$ cat config.mk
export PLATFORM = sky130hd
export DESIGN_NAME = multicycle_control_flat
export DESIGN_NICKNAME = d
export VERILOG_FILES = /design/src/rtl/multicycle_control_pkg.sv /design/src/rtl/multicycle_control_if.sv /design/src/rtl/multicycle_control_instr_class_decode.sv /design/src/rtl/multicycle_control.sv /design/src/flat_wrapper.sv
export SDC_FILE = /design/constraint.sdc
export NUM_CORES = 1
export LEC_CHECK = 0
export ABC_AREA = 0
export CAP_MARGIN = 40
export CORE_MARGIN = 10
export CORE_UTILIZATION = 31
export CTS_BUF_LIST = sky130_fd_sc_hd__clkbuf_4
export CTS_CLUSTER_SIZE = 14
export DETAILED_ROUTE_END_ITERATION = 7
export GPL_ROUTABILITY_DRIVEN = 0
export PLACE_DENSITY = 0.94
export SLEW_MARGIN = 20
export SYNTH_ARGS = -nofsm -noshare
export SYNTH_HDL_FRONTEND = slang
export SYNTH_HIERARCHICAL = 1
export SYNTH_SLANG_ARGS = --single-unit
$ cat constraint.sdc
create_clock -name Clk -period 2.3 [get_ports Clk]
set_input_delay 0.46 -clock Clk [delete_from_list [all_inputs] [get_ports Clk]]
set_output_delay 0.46 -clock Clk [all_outputs]
set_load 0.005 [all_outputs]
$ cat src/rtl/multicycle_control_pkg.sv
// Shared definitions for the multi-cycle control unit: opcodes, R-type funcs,
// ALU codes, instruction classes, FSM states and the Moore strobe decode.
package multicycle_control_pkg;

  localparam int OPC_W_DEF  = 6;
  localparam int FUNC_W_DEF = 6;

  localparam logic [5:0] OPC_RTYPE = 6'b100000;
  localparam logic [5:0] OPC_LI    = 6'b111000;
  localparam logic [5:0] OPC_LUI   = 6'b111001;
  localparam logic [5:0] OPC_ADDI  = 6'b110000;
  localparam logic [5:0] OPC_ANDI  = 6'b110010;
  localparam logic [5:0] OPC_ORI   = 6'b110011;
  localparam logic [5:0] OPC_LW    = 6'b001111;
  localparam logic [5:0] OPC_SW    = 6'b011111;
  localparam logic [5:0] OPC_BEQ   = 6'b000000;
  localparam logic [5:0] OPC_BNE   = 6'b000001;
  localparam logic [5:0] OPC_B     = 6'b111111;

  localparam logic [5:0] FN_ADD = 6'b110000;
  localparam logic [5:0] FN_SUB = 6'b110001;
  localparam logic [5:0] FN_AND = 6'b110010;
  localparam logic [5:0] FN_OR  = 6'b110011;
  localparam logic [5:0] FN_NOT = 6'b110100;
  localparam logic [5:0] FN_SRA = 6'b111000;
  localparam logic [5:0] FN_SRL = 6'b111001;
  localparam logic [5:0] FN_SLL = 6'b111010;
  localparam logic [5:0] FN_ROL = 6'b111100;
  localparam logic [5:0] FN_ROR = 6'b111101;

  localparam logic [3:0] ALU_ADD = 4'b0000;
  localparam logic [3:0] ALU_SUB = 4'b0001;
  localparam logic [3:0] ALU_AND = 4'b0010;
  localparam logic [3:0] ALU_OR  = 4'b0011;
  localparam logic [3:0] ALU_NOT = 4'b0100;
  localparam logic [3:0] ALU_SRA = 4'b1000;
  localparam logic [3:0] ALU_SRL = 4'b1001;
  localparam logic [3:0] ALU_SLL = 4'b1010;
  localparam logic [3:0] ALU_ROL = 4'b1100;
  localparam logic [3:0] ALU_ROR = 4'b1101;

  typedef enum logic [2:0] {
    CLS_ALU = 3'd0,
    CLS_LW  = 3'd1,
    CLS_SW  = 3'd2,
    CLS_BEQ = 3'd3,
    CLS_BNE = 3'd4,
    CLS_B   = 3'd5,
    CLS_ILL = 3'd6
  } instr_class_e;

  typedef enum logic [2:0] {
    ST_FETCH  = 3'd0,
    ST_DECODE = 3'd1,
    ST_EXEC   = 3'd2,
    ST_MEM    = 3'd3,
    ST_WB     = 3'd4,
`ifdef MULTICYCLE_CONTROL_TRAP_EN
    ST_HALT   = 3'd6,
`endif
    ST_BRANCH = 3'd5
  } state_e;

  typedef struct packed {
    logic pc_lden;
    logic pc_sel;
    logic rf_wren;
    logic mem_wren;
    logic done;
  } strobe_t;

  // Moore strobes: a function of state and instruction class (plus the zero flag for branches).
  function automatic strobe_t strobes_for(input state_e st, input instr_class_e cls,
                                          input logic zero);
    strobe_t s;
    s = '0;
    case (st)
      ST_MEM: begin
        if (cls == CLS_SW) begin
          s.mem_wren = 1'b1;
          s.pc_lden  = 1'b1;
          s.done     = 1'b1;
        end else begin
          s = '0;
        end
      end
      ST_WB: begin
        s.pc_lden = 1'b1;
        s.done    = 1'b1;
        s.rf_wren = (cls == CLS_ALU) || (cls == CLS_LW);
      end
      ST_BRANCH: begin
        s.pc_lden = 1'b1;
        s.done    = 1'b1;
        case (cls)
          CLS_B:   s.pc_sel = 1'b1;
          CLS_BEQ: s.pc_sel = zero;
          CLS_BNE: s.pc_sel = ~zero;
          default: s.pc_sel = 1'b0;
        endcase
      end
      default: s = '0;
    endcase
    return s;
  endfunction

endpackage

$ cat src/rtl/multicycle_control_if.sv
// Control <-> datapath bundle. master = control unit, slave = datapath side.
// Illegal exists only when MULTICYCLE_CONTROL_TRAP_EN is defined.
interface multicycle_control_if;
  logic [31:0] Instr;
  logic [31:0] ALU_Out;
  logic [31:0] PC_Immed;
  logic        PC_Sel;
  logic        PC_LdEn;
  logic        RF_WrEn;
  logic        RF_WrData_sel;
  logic        RF_B_sel;
  logic        ALU_Bin_sel;
  logic [3:0]  ALU_func;
  logic        Mem_WrEn;
  logic        Instr_Done;
`ifdef MULTICYCLE_CONTROL_TRAP_EN
  logic        Illegal;
`endif

  modport master (
`ifdef MULTICYCLE_CONTROL_TRAP_EN
    output Illegal,
`endif
    input  Instr, ALU_Out,
    output PC_Immed, PC_Sel, PC_LdEn, RF_WrEn, RF_WrData_sel, RF_B_sel,
    output ALU_Bin_sel, ALU_func, Mem_WrEn, Instr_Done
  );

  modport slave (
`ifdef MULTICYCLE_CONTROL_TRAP_EN
    input  Illegal,
`endif
    output Instr, ALU_Out,
    input  PC_Immed, PC_Sel, PC_LdEn, RF_WrEn, RF_WrData_sel, RF_B_sel,
    input  ALU_Bin_sel, ALU_func, Mem_WrEn, Instr_Done
  );
endinterface

$ cat src/rtl/multicycle_control_instr_class_decode.sv
// Combinational instruction decode: opcode/func -> class, ALU_func, mux selects
// and illegal flag. Selects stay constant while the instruction word is held.
module instr_class_decode
  import multicycle_control_pkg::*;
#(
  parameter int OPC_W  = OPC_W_DEF,
  parameter int FUNC_W = FUNC_W_DEF
) (
  input  logic [OPC_W-1:0]  opc_i,
  input  logic [FUNC_W-1:0] func_i,
  output instr_class_e      cls_o,
  output logic [3:0]        alu_func_o,
  output logic              alu_bin_sel_o,
  output logic              rf_b_sel_o,
  output logic              rf_wrdata_sel_o,
  output logic              illegal_o
);

  // Opcode/func table; anything not listed falls back to the illegal class with neutral selects.
  always_comb begin
    cls_o           = CLS_ILL;
    alu_func_o      = ALU_ADD;
    alu_bin_sel_o   = 1'b0;
    rf_b_sel_o      = 1'b0;
    rf_wrdata_sel_o = 1'b0;
    case (opc_i)
      OPC_RTYPE: begin
        case (func_i)
          FN_ADD, FN_SUB, FN_AND, FN_OR, FN_NOT,
          FN_SRA, FN_SRL, FN_SLL, FN_ROL, FN_ROR: begin
            cls_o      = CLS_ALU;
            alu_func_o = func_i[3:0];
          end
          default: cls_o = CLS_ILL;
        endcase
      end
      OPC_LI, OPC_LUI, OPC_ADDI: begin
        cls_o         = CLS_ALU;
        alu_bin_sel_o = 1'b1;
      end
      OPC_ANDI: begin
        cls_o         = CLS_ALU;
        alu_func_o    = ALU_AND;
        alu_bin_sel_o = 1'b1;
      end
      OPC_ORI: begin
        cls_o         = CLS_ALU;
        alu_func_o    = ALU_OR;
        alu_bin_sel_o = 1'b1;
      end
      OPC_LW: begin
        cls_o           = CLS_LW;
        alu_bin_sel_o   = 1'b1;
        rf_wrdata_sel_o = 1'b1;
      end
      OPC_SW: begin
        cls_o         = CLS_SW;
        alu_bin_sel_o = 1'b1;
        rf_b_sel_o    = 1'b1;
      end
      OPC_BEQ: begin
        cls_o      = CLS_BEQ;
        alu_func_o = ALU_SUB;
        rf_b_sel_o = 1'b1;
      end
      OPC_BNE: begin
        cls_o      = CLS_BNE;
        alu_func_o = ALU_SUB;
        rf_b_sel_o = 1'b1;
      end
      OPC_B:   cls_o = CLS_B;
      default: cls_o = CLS_ILL;
    endcase
  end

  assign illegal_o = (cls_o == CLS_ILL);

endmodule

$ cat src/rtl/multicycle_control.sv
// Multi-cycle control FSM: sequences datapath strobes, holds the branch zero flag.
// Optional trap-on-illegal (HALT state, Illegal output) via MULTICYCLE_CONTROL_TRAP_EN.
module multicycle_control
  import multicycle_control_pkg::*;
#(
  parameter int OPC_W  = OPC_W_DEF,
  parameter int FUNC_W = FUNC_W_DEF
) (
  input  logic               Clk,
  input  logic               Reset,
  multicycle_control_if.master bus
);

  state_e       state_q, state_d;
  logic         zero_q, zero_d;
  strobe_t      strb_q, strb_d;
  instr_class_e cls_s;
  logic [3:0]   alu_func_s;
  logic         alu_bin_sel_s, rf_b_sel_s, rf_wrdata_sel_s, illegal_s;
  logic         unused_instr_s;

  instr_class_decode #(.OPC_W(OPC_W), .FUNC_W(FUNC_W)) u_dec (
    .opc_i           (bus.Instr[31 -: OPC_W]),
    .func_i          (bus.Instr[FUNC_W-1:0]),
    .cls_o           (cls_s),
    .alu_func_o      (alu_func_s),
    .alu_bin_sel_o   (alu_bin_sel_s),
    .rf_b_sel_o      (rf_b_sel_s),
    .rf_wrdata_sel_o (rf_wrdata_sel_s),
    .illegal_o       (illegal_s)
  );

  assign unused_instr_s = ^bus.Instr[25:16];

  // Next-state logic; zero flag captured only on the EXEC edge.
  always_comb begin
    state_d = state_q;
    zero_d  = zero_q;
    case (state_q)
      ST_FETCH: state_d = ST_DECODE;
      ST_DECODE: begin
        if (illegal_s) begin
`ifdef MULTICYCLE_CONTROL_TRAP_EN
          state_d = ST_HALT;
`else
          // NOP retire through WB: strobe decode suppresses the RF write for this class.
          state_d = ST_WB;
`endif
        end else if (cls_s == CLS_B) begin
          state_d = ST_BRANCH;
        end else begin
          state_d = ST_EXEC;
        end
      end
      ST_EXEC: begin
        zero_d = (bus.ALU_Out == 32'd0);
        case (cls_s)
          CLS_LW, CLS_SW:   state_d = ST_MEM;
          CLS_BEQ, CLS_BNE: state_d = ST_BRANCH;
          default:          state_d = ST_WB;
        endcase
      end
      ST_MEM: begin
        if (cls_s == CLS_LW) begin
          state_d = ST_WB;
        end else begin
          state_d = ST_FETCH;
        end
      end
      ST_WB:     state_d = ST_FETCH;
      ST_BRANCH: state_d = ST_FETCH;
`ifdef MULTICYCLE_CONTROL_TRAP_EN
      ST_HALT:   state_d = ST_HALT;
`endif
      default:   state_d = ST_FETCH;
    endcase
  end

  // Strobes are registered from the next state so each output flop mirrors the current state.
  always_comb begin
    strb_d = strobes_for(state_d, cls_s, zero_d);
  end

  // State, zero flag and strobe registers.
  always_ff @(posedge Clk or negedge Reset) begin
    if (!Reset) begin
      state_q <= ST_FETCH;
      zero_q  <= 1'b0;
      strb_q  <= '0;
    end else begin
      state_q <= state_d;
      zero_q  <= zero_d;
      strb_q  <= strb_d;
    end
  end

`ifdef MULTICYCLE_CONTROL_TRAP_EN
  logic illegal_q;

  // Illegal flag follows HALT; only Reset clears it.
  always_ff @(posedge Clk or negedge Reset) begin
    if (!Reset) begin
      illegal_q <= 1'b0;
    end else begin
      illegal_q <= (state_d == ST_HALT);
    end
  end

  assign bus.Illegal = illegal_q;
`endif

  assign bus.PC_Immed      = {{14{bus.Instr[15]}}, bus.Instr[15:0], 2'b00};
  assign bus.PC_Sel        = strb_q.pc_sel;
  assign bus.PC_LdEn       = strb_q.pc_lden;
  assign bus.RF_WrEn       = strb_q.rf_wren;
  assign bus.Mem_WrEn      = strb_q.mem_wren;
  assign bus.Instr_Done    = strb_q.done;
  assign bus.RF_WrData_sel = rf_wrdata_sel_s;
  assign bus.RF_B_sel      = rf_b_sel_s;
  assign bus.ALU_Bin_sel   = alu_bin_sel_s;
  assign bus.ALU_func      = alu_func_s;

endmodule

$ cat src/flat_wrapper.sv
// flat-port wrapper written by rule: the top's interface ports become plain ports
module multicycle_control_flat import multicycle_control_pkg::*;
#(
  parameter int OPC_W  = OPC_W_DEF,
  parameter int FUNC_W = FUNC_W_DEF
)
  (Clk, Reset, bus_Instr, bus_ALU_Out, bus_PC_Immed, bus_PC_Sel, bus_PC_LdEn, bus_RF_WrEn, bus_RF_WrData_sel, bus_RF_B_sel, bus_ALU_Bin_sel, bus_ALU_func, bus_Mem_WrEn, bus_Instr_Done);
  multicycle_control_if bus_i ();
  input  logic Clk;
  input  logic Reset;
  input wire logic [$bits(bus_i.Instr)-1:0] bus_Instr;
  input wire logic [$bits(bus_i.ALU_Out)-1:0] bus_ALU_Out;
  output wire logic [$bits(bus_i.PC_Immed)-1:0] bus_PC_Immed;
  output wire logic [$bits(bus_i.PC_Sel)-1:0] bus_PC_Sel;
  output wire logic [$bits(bus_i.PC_LdEn)-1:0] bus_PC_LdEn;
  output wire logic [$bits(bus_i.RF_WrEn)-1:0] bus_RF_WrEn;
  output wire logic [$bits(bus_i.RF_WrData_sel)-1:0] bus_RF_WrData_sel;
  output wire logic [$bits(bus_i.RF_B_sel)-1:0] bus_RF_B_sel;
  output wire logic [$bits(bus_i.ALU_Bin_sel)-1:0] bus_ALU_Bin_sel;
  output wire logic [$bits(bus_i.ALU_func)-1:0] bus_ALU_func;
  output wire logic [$bits(bus_i.Mem_WrEn)-1:0] bus_Mem_WrEn;
  output wire logic [$bits(bus_i.Instr_Done)-1:0] bus_Instr_Done;
  assign bus_i.Instr = bus_Instr;
  assign bus_i.ALU_Out = bus_ALU_Out;
  assign bus_PC_Immed = bus_i.PC_Immed;
  assign bus_PC_Sel = bus_i.PC_Sel;
  assign bus_PC_LdEn = bus_i.PC_LdEn;
  assign bus_RF_WrEn = bus_i.RF_WrEn;
  assign bus_RF_WrData_sel = bus_i.RF_WrData_sel;
  assign bus_RF_B_sel = bus_i.RF_B_sel;
  assign bus_ALU_Bin_sel = bus_i.ALU_Bin_sel;
  assign bus_ALU_func = bus_i.ALU_func;
  assign bus_Mem_WrEn = bus_i.Mem_WrEn;
  assign bus_Instr_Done = bus_i.Instr_Done;
  multicycle_control #(.OPC_W(OPC_W), .FUNC_W(FUNC_W)) u_core (.Clk(Clk), .Reset(Reset), .bus(bus_i));
endmodule
# Word-level counts from Yosys, hierarchy flattened
# Index checks and enable logic that the tools add are counted.
op_classes:
  add_sub_neg: 0
  mul: 0
  div_mod_pow: 0
  order_cmp: 0
  eq_ne: 32
  shift: 0
  n_mux: 21
  n_bitwise: 1
  n_reduce_logical: 13
op_table:
  columns: ["operator", "n"]
  rows:
  - ["equality test 6 bit, second input constant", 17]
  - ["logical NOT 32 bit", 1]
  - ["case mux 3 bit (7 select lines)", 1]
  - ["case mux 4 bit (4 select lines)", 1]
  - ["equality test 3 x 2 -> 1 bit, second input constant", 5]
  - ["equality test 3 bit, second input constant", 5]
  - ["two-way mux 3 bit", 4]
  - ["case mux 3 bit (4 select lines)", 1]
  - ["OR reduction 10 bit", 1]
  - ["two-way mux 1 bit", 8]
  - ["OR reduction 2 bit", 4]
  - ["OR reduction 7 bit", 1]
  - ["equality test 3 x 1 -> 1 bit, second input constant", 2]
  - ["equality test 6 x 1 -> 1 bit, second input constant", 1]
  - ["equality test 6 x 4 -> 1 bit, second input constant", 1]
  - ["equality test 6 x 5 -> 1 bit, second input constant", 1]
  - ["logical NOT 3 bit", 2]
  - ["logical NOT 6 bit", 1]
  - ["case mux 3 bit (2 select lines)", 1]
  - ["OR reduction 5 bit", 1]
  - ["two-way mux 4 bit", 1]
  - ["case mux 1 bit (2 select lines)", 2]
  - ["case mux 1 bit (3 select lines)", 1]
  - ["OR reduction 3 bit", 1]
  - ["other kinds (3)", 3]
word_totals:
  reg_bits: 9
  latchBits: 0
  ram_bits: 0
  mem_bits_ro: 0
  input_bits: 66
  output_inout_bits: 44
  elab_cells: 74
  memories: 0

# Longest topological paths before layout
depth:
  depth_word: 11
  ltp_mapped: 11
  mapped_depth_nobuf: 9

# By module
# The synthesis kept the hierarchy.
by_module_without_submodules:
  columns: ["module", "n_inst", "cells_each", "area_per_inst_um2", "seq_area_each_um2"]
  rows:
  - ["multicycle_control", 1, 100, 837.1, 200.2]
  - ["instr_class_decode", 1, 48, 302.8, 0.0]

# Worst setup path after synthesis
# OpenSTA, ideal clock, no wires.
synth_path:
  path_type: "input-to-reg"
  start: "in bus_Instr[27]"
  end: "reg u_core.strb_q (netlist bit u_core/bus.Instr_Done)"
  setup_ns: 0.127
  arrival_time_ns: 2.381
  t_required_ns: 2.173
  slack_ns: -0.208
  cell_stages: 10
  path_buffers: 2
  path_cell_list: "buf_6 or4_4 o22a_1 o21ai_2 buf_2 nand2b_1 o21ai_0 a2bb2oi_1 and4_1 or2_2"
synth_rtl:
  columns: ["element", "line_no", "source"]
  rows:
  - ["start, declared", "flat_wrapper.sv:11", "input wire logic [$bits(bus_i.Instr)-1:0] bus_Instr;"]
  - ["end signal, assigned", "multicycle_control.sv:93", "strb_q <= strb_d;"]
  - ["end, declared", "multicycle_control.sv:16", "strobe_t strb_q, strb_d;"]

==> impl_metrics.csv <==
group,metric,value,unit
timing,worst_pin_slew,0.548,ns
synth,synthCells,148,
global_routing,grt_max_degree,16,
critical_path,r2r_end,"u_core/bus.PC_Sel",
die,io_pins,110,
routing,route.detailed.drc,0,
outcome,status,"finished with violations",
pwr,power_density,423,nW/um^2
cts,numCtsBuffers,3,
synth,synth.area.top_cells,"buf_4 22%, dfrtp_1 18%, nand2_1 4.6%, nor4_1 3.3%, nor2_1 3.0%",
die,rows,21,
layout,final_area,2000,um^2
global_routing,grt_pass1_wl,6760,um
pwr,power_leakage,0.000820,uW
critical_path,cp-start-kind,"input pin",
routing,drt_wl_total,4720,um
timing,slew_headroom,63.5,%
timing,drv_slew,0,
critical_path,r2r_slack,0.32,ns
synth,yosys.area.top_type,"buf_4",
cts,htree_levels,1,
outcome,failed_checks,"negative setup slack",
placement,port_buffers,63,
routing,drt_iter0_markers,101,
die,initial_utilization,33.1,%
synth,ys_dominant_reg_cell,"dfrtp_1",
cts,cts_tree,"built",
critical_path,worstPathRequired,2.49,ns
synth,async_flop_share,100,%
critical_path,worstReg2RegStart,"u_core/state_q[1]",
placement,dp_hpwl,3250,um
global_routing,antenna_found_initial,0,
routing,first_pass_iters,4,
critical_path,worstPathMaxFanout,6,
placement,placed_cell_area,1740,um^2
global_routing,track_usage,12.7,%
cts,clk_path_buf_depth,2,
routing,vias_per_cell,5.36,
timing,min_period,2.42,ns
timing,max_clock_freq,0.413,GHz
timing,period_share,105,%
pwr,power,844,uW
critical_path,crit_arrival,2.61,ns
timing,fin_ws,-0.121,ns
critical_path,endpoint_kind,"flip-flop",
critical_path,r2r_cells,5,
layout,layout.nets,279,
cts,cts_sinks,8,
synth,synth-warning-count,6,
synth,avgSynthCellArea,7.70,um^2
critical_path,critPathKind,"input pin to flip-flop",
synth,syn_area,1140,um^2
timing,rsz0062_at_grt,"true",
routing,avgRoutedWirePerCell,18.4,um
cts,clock_latency,0.26,ns
flow_run,maxCapViolations,0,
synth,seq_area_frac_synth,17.6,%
global_routing,gr-total-overflow,0,
layout,syn2layout_area_growth,75.2,%
synth,synth-seq-cells,8,
synth,synth-edff-count,0,
global_routing,grt_pass1_vias,1386,
die,die_y,80.6,um
layout,filler_cell_count,284,
hold_path,hp-class,"input pin to asynchronous set/reset pin",
die,fp.dieW,80.6,um
die,dieArea,6500,um^2
cts,root_buffer,"clkbuf_4",
timing,final-setup-viol-count,4,
synth,yosysUniqueCellTypes,45,
timing,hold_viol_final,0,
synth,yosysTopAreaCellShare,22.4,%
die,coreArea,3440,um^2
layout,antenna_cells,0,
layout,drive_above_1_share,36.5,%
pwr,ir_drop,0.000198,V
cts,cts.clk_slew.worst_paths,0.05,ns
routing,final_antenna_net_count,0,
timing,clock_skew,0.00420,ns
routing,vias,1378,
## critical path, stage by stage
cell and delay [ns]:
buf_8 0.10, buf_6 0.10, buf_4 0.15, nor2_2 0.14, o2111ai_2 0.13, a32oi_2 0.32
inv_1 0.11, or3b_1 0.37, a221oi_2 0.27, o21ai_1 0.08, a21oi_1 0.18, o21a_1 0.19
## what timing repair did
item,in CTS,in global routing
gates resized for setup,74,17
endpoints found under the setup margin,14,7
pin swaps,18,22
buffers inserted,6,4
hold buffers,0,0
gates cloned,0,0
## where the power goes
group | internal, uW | total [uW] | switching, uW
Combinational | 290 | 480 | 190
Clock | 59.8 | 108 | 48.6
Sequential | 176 | 256 | 79.3
Total | 526 | 844 | 318
## kinds of logic after synthesis
group / synth area share, %
AOI/OAI and AO/OA: 18.7
DFF: 17.6
other: 0.329
and+or+nand+nor: 35.8
buffers and inverters: 27.7
## cells in the mapped netlist (2+ instances only)
| cell type | instances |
|---|---|
| buf_4 | 34 |
| nand2_1 | 14 |
| nor2_1 | 9 |
| dfrtp_1 | 8 |
| nor4_1 | 6 |
| o21ai_0 | 6 |
| nand2b_1 | 5 |
| nor2b_1 | 4 |
| a21oi_1 | 3 |
| buf_6 | 3 |
| nor4b_1 | 3 |
| o22ai_1 | 3 |
| a31oi_1 | 2 |
| and2_1 | 2 |
| and4_1 | 2 |
| buf_2 | 2 |
| inv_1 | 2 |
| nand3_1 | 2 |
| nand3b_1 | 2 |
| nand4_1 | 2 |
| nor3_2 | 2 |
| o2111ai_1 | 2 |
| o21a_1 | 2 |
| o21bai_1 | 2 |
| o41ai_1 | 2 |
| or2_2 | 2 |
| or3b_1 | 2 |
| or4_1 | 2 |
| or4_4 | 2 |
## registers in the layout, summed over array words and instances (netlist names)
register               flops
u_core/bus.RF_WrEn         1
u_core/state_q             3
u_core/bus.Mem_WrEn        1
u_core/bus.Instr_Done      1
u_core/zero_q              1
u_core/bus.PC_Sel          1
## stage by stage
stage / instances / setup TNS (ns) / setup WS [ns] / util (%) / hold slack [ns]
5_1_grt: 257 / -0.704 / -0.180 / 58.0 / 0.509
2_1_floorplan: 149 / -0.0288 / -0.0288 / - / 0.164
3_3_place_gp: 244 / -6.94 / -0.643 / 50.6 / 0.469
3_5_place_dp: 244 / -8.32 / -0.801 / 50.6 / 0.511
4_1_cts: 253 / -0.0623 / -0.0451 / 55.7 / 0.487
6_report: 257 / -0.353 / -0.121 / 58.0 / 0.481
## layer usage
| layer | vias up | part of all wire (%) | GRT usage [%] |
|---|---|---|---|
| met5 | - | 0 | 0 |
| met2 | 85 | 51 | 24.2 |
| met4 | 0 | 1.9 | 4.93 |
| met3 | 16 | 10 | 2.67 |
| met1 | 645 | 37 | 13.1 |
| li1 | 632 | - | - |
## cells in the final DEF, fill, tap and decap left out, types with 3 or more instances in the layout
master,netlist,routed
clkdlybuf4s50_1,0,44
buf_4,34,31
nand2_1,14,13
nor2_1,9,8
dfrtp_1,8,8
dlygate4sd2_1,0,7
buf_6,3,7
nor4_1,6,6
nor2b_1,4,4
nand2b_1,5,4
clkbuf_4,0,3
clkdlybuf4s15_1,0,3
nor4b_4,0,3
o21ai_1,0,3
## how the worst max path moves through the flow
stage	from	end	slack, ns	depth (start not counted)
after floorplan	bus_Instr[27]	u_core/bus.Instr_Done	-0.03	9
after global placement	bus_Instr[29]	u_core/bus.Instr_Done	-0.64	11
after detailed placement	bus_Instr[29]	u_core/bus.RF_WrEn	-0.80	10
after CTS	bus_Instr[27]	u_core/bus.Instr_Done	-0.05	10
after global routing	bus_Instr[27]	u_core/bus.Instr_Done	-0.18	13
final	bus_Instr[27]	u_core/bus.PC_Sel	-0.12	12
## cell type report
class	instances	area [um^2]	area share, %
Clock buffer	3	22.5	1.13
Inverter	3	13.8	0.689
Multi-Input combinational cell	98	798	40.0
Sequential cell	8	200	10.0
Tap cell	46	57.6	2.88
Timing Repair Buffer	99	905	45.3
No activity file was read; power rests on OpenSTA's default activity.
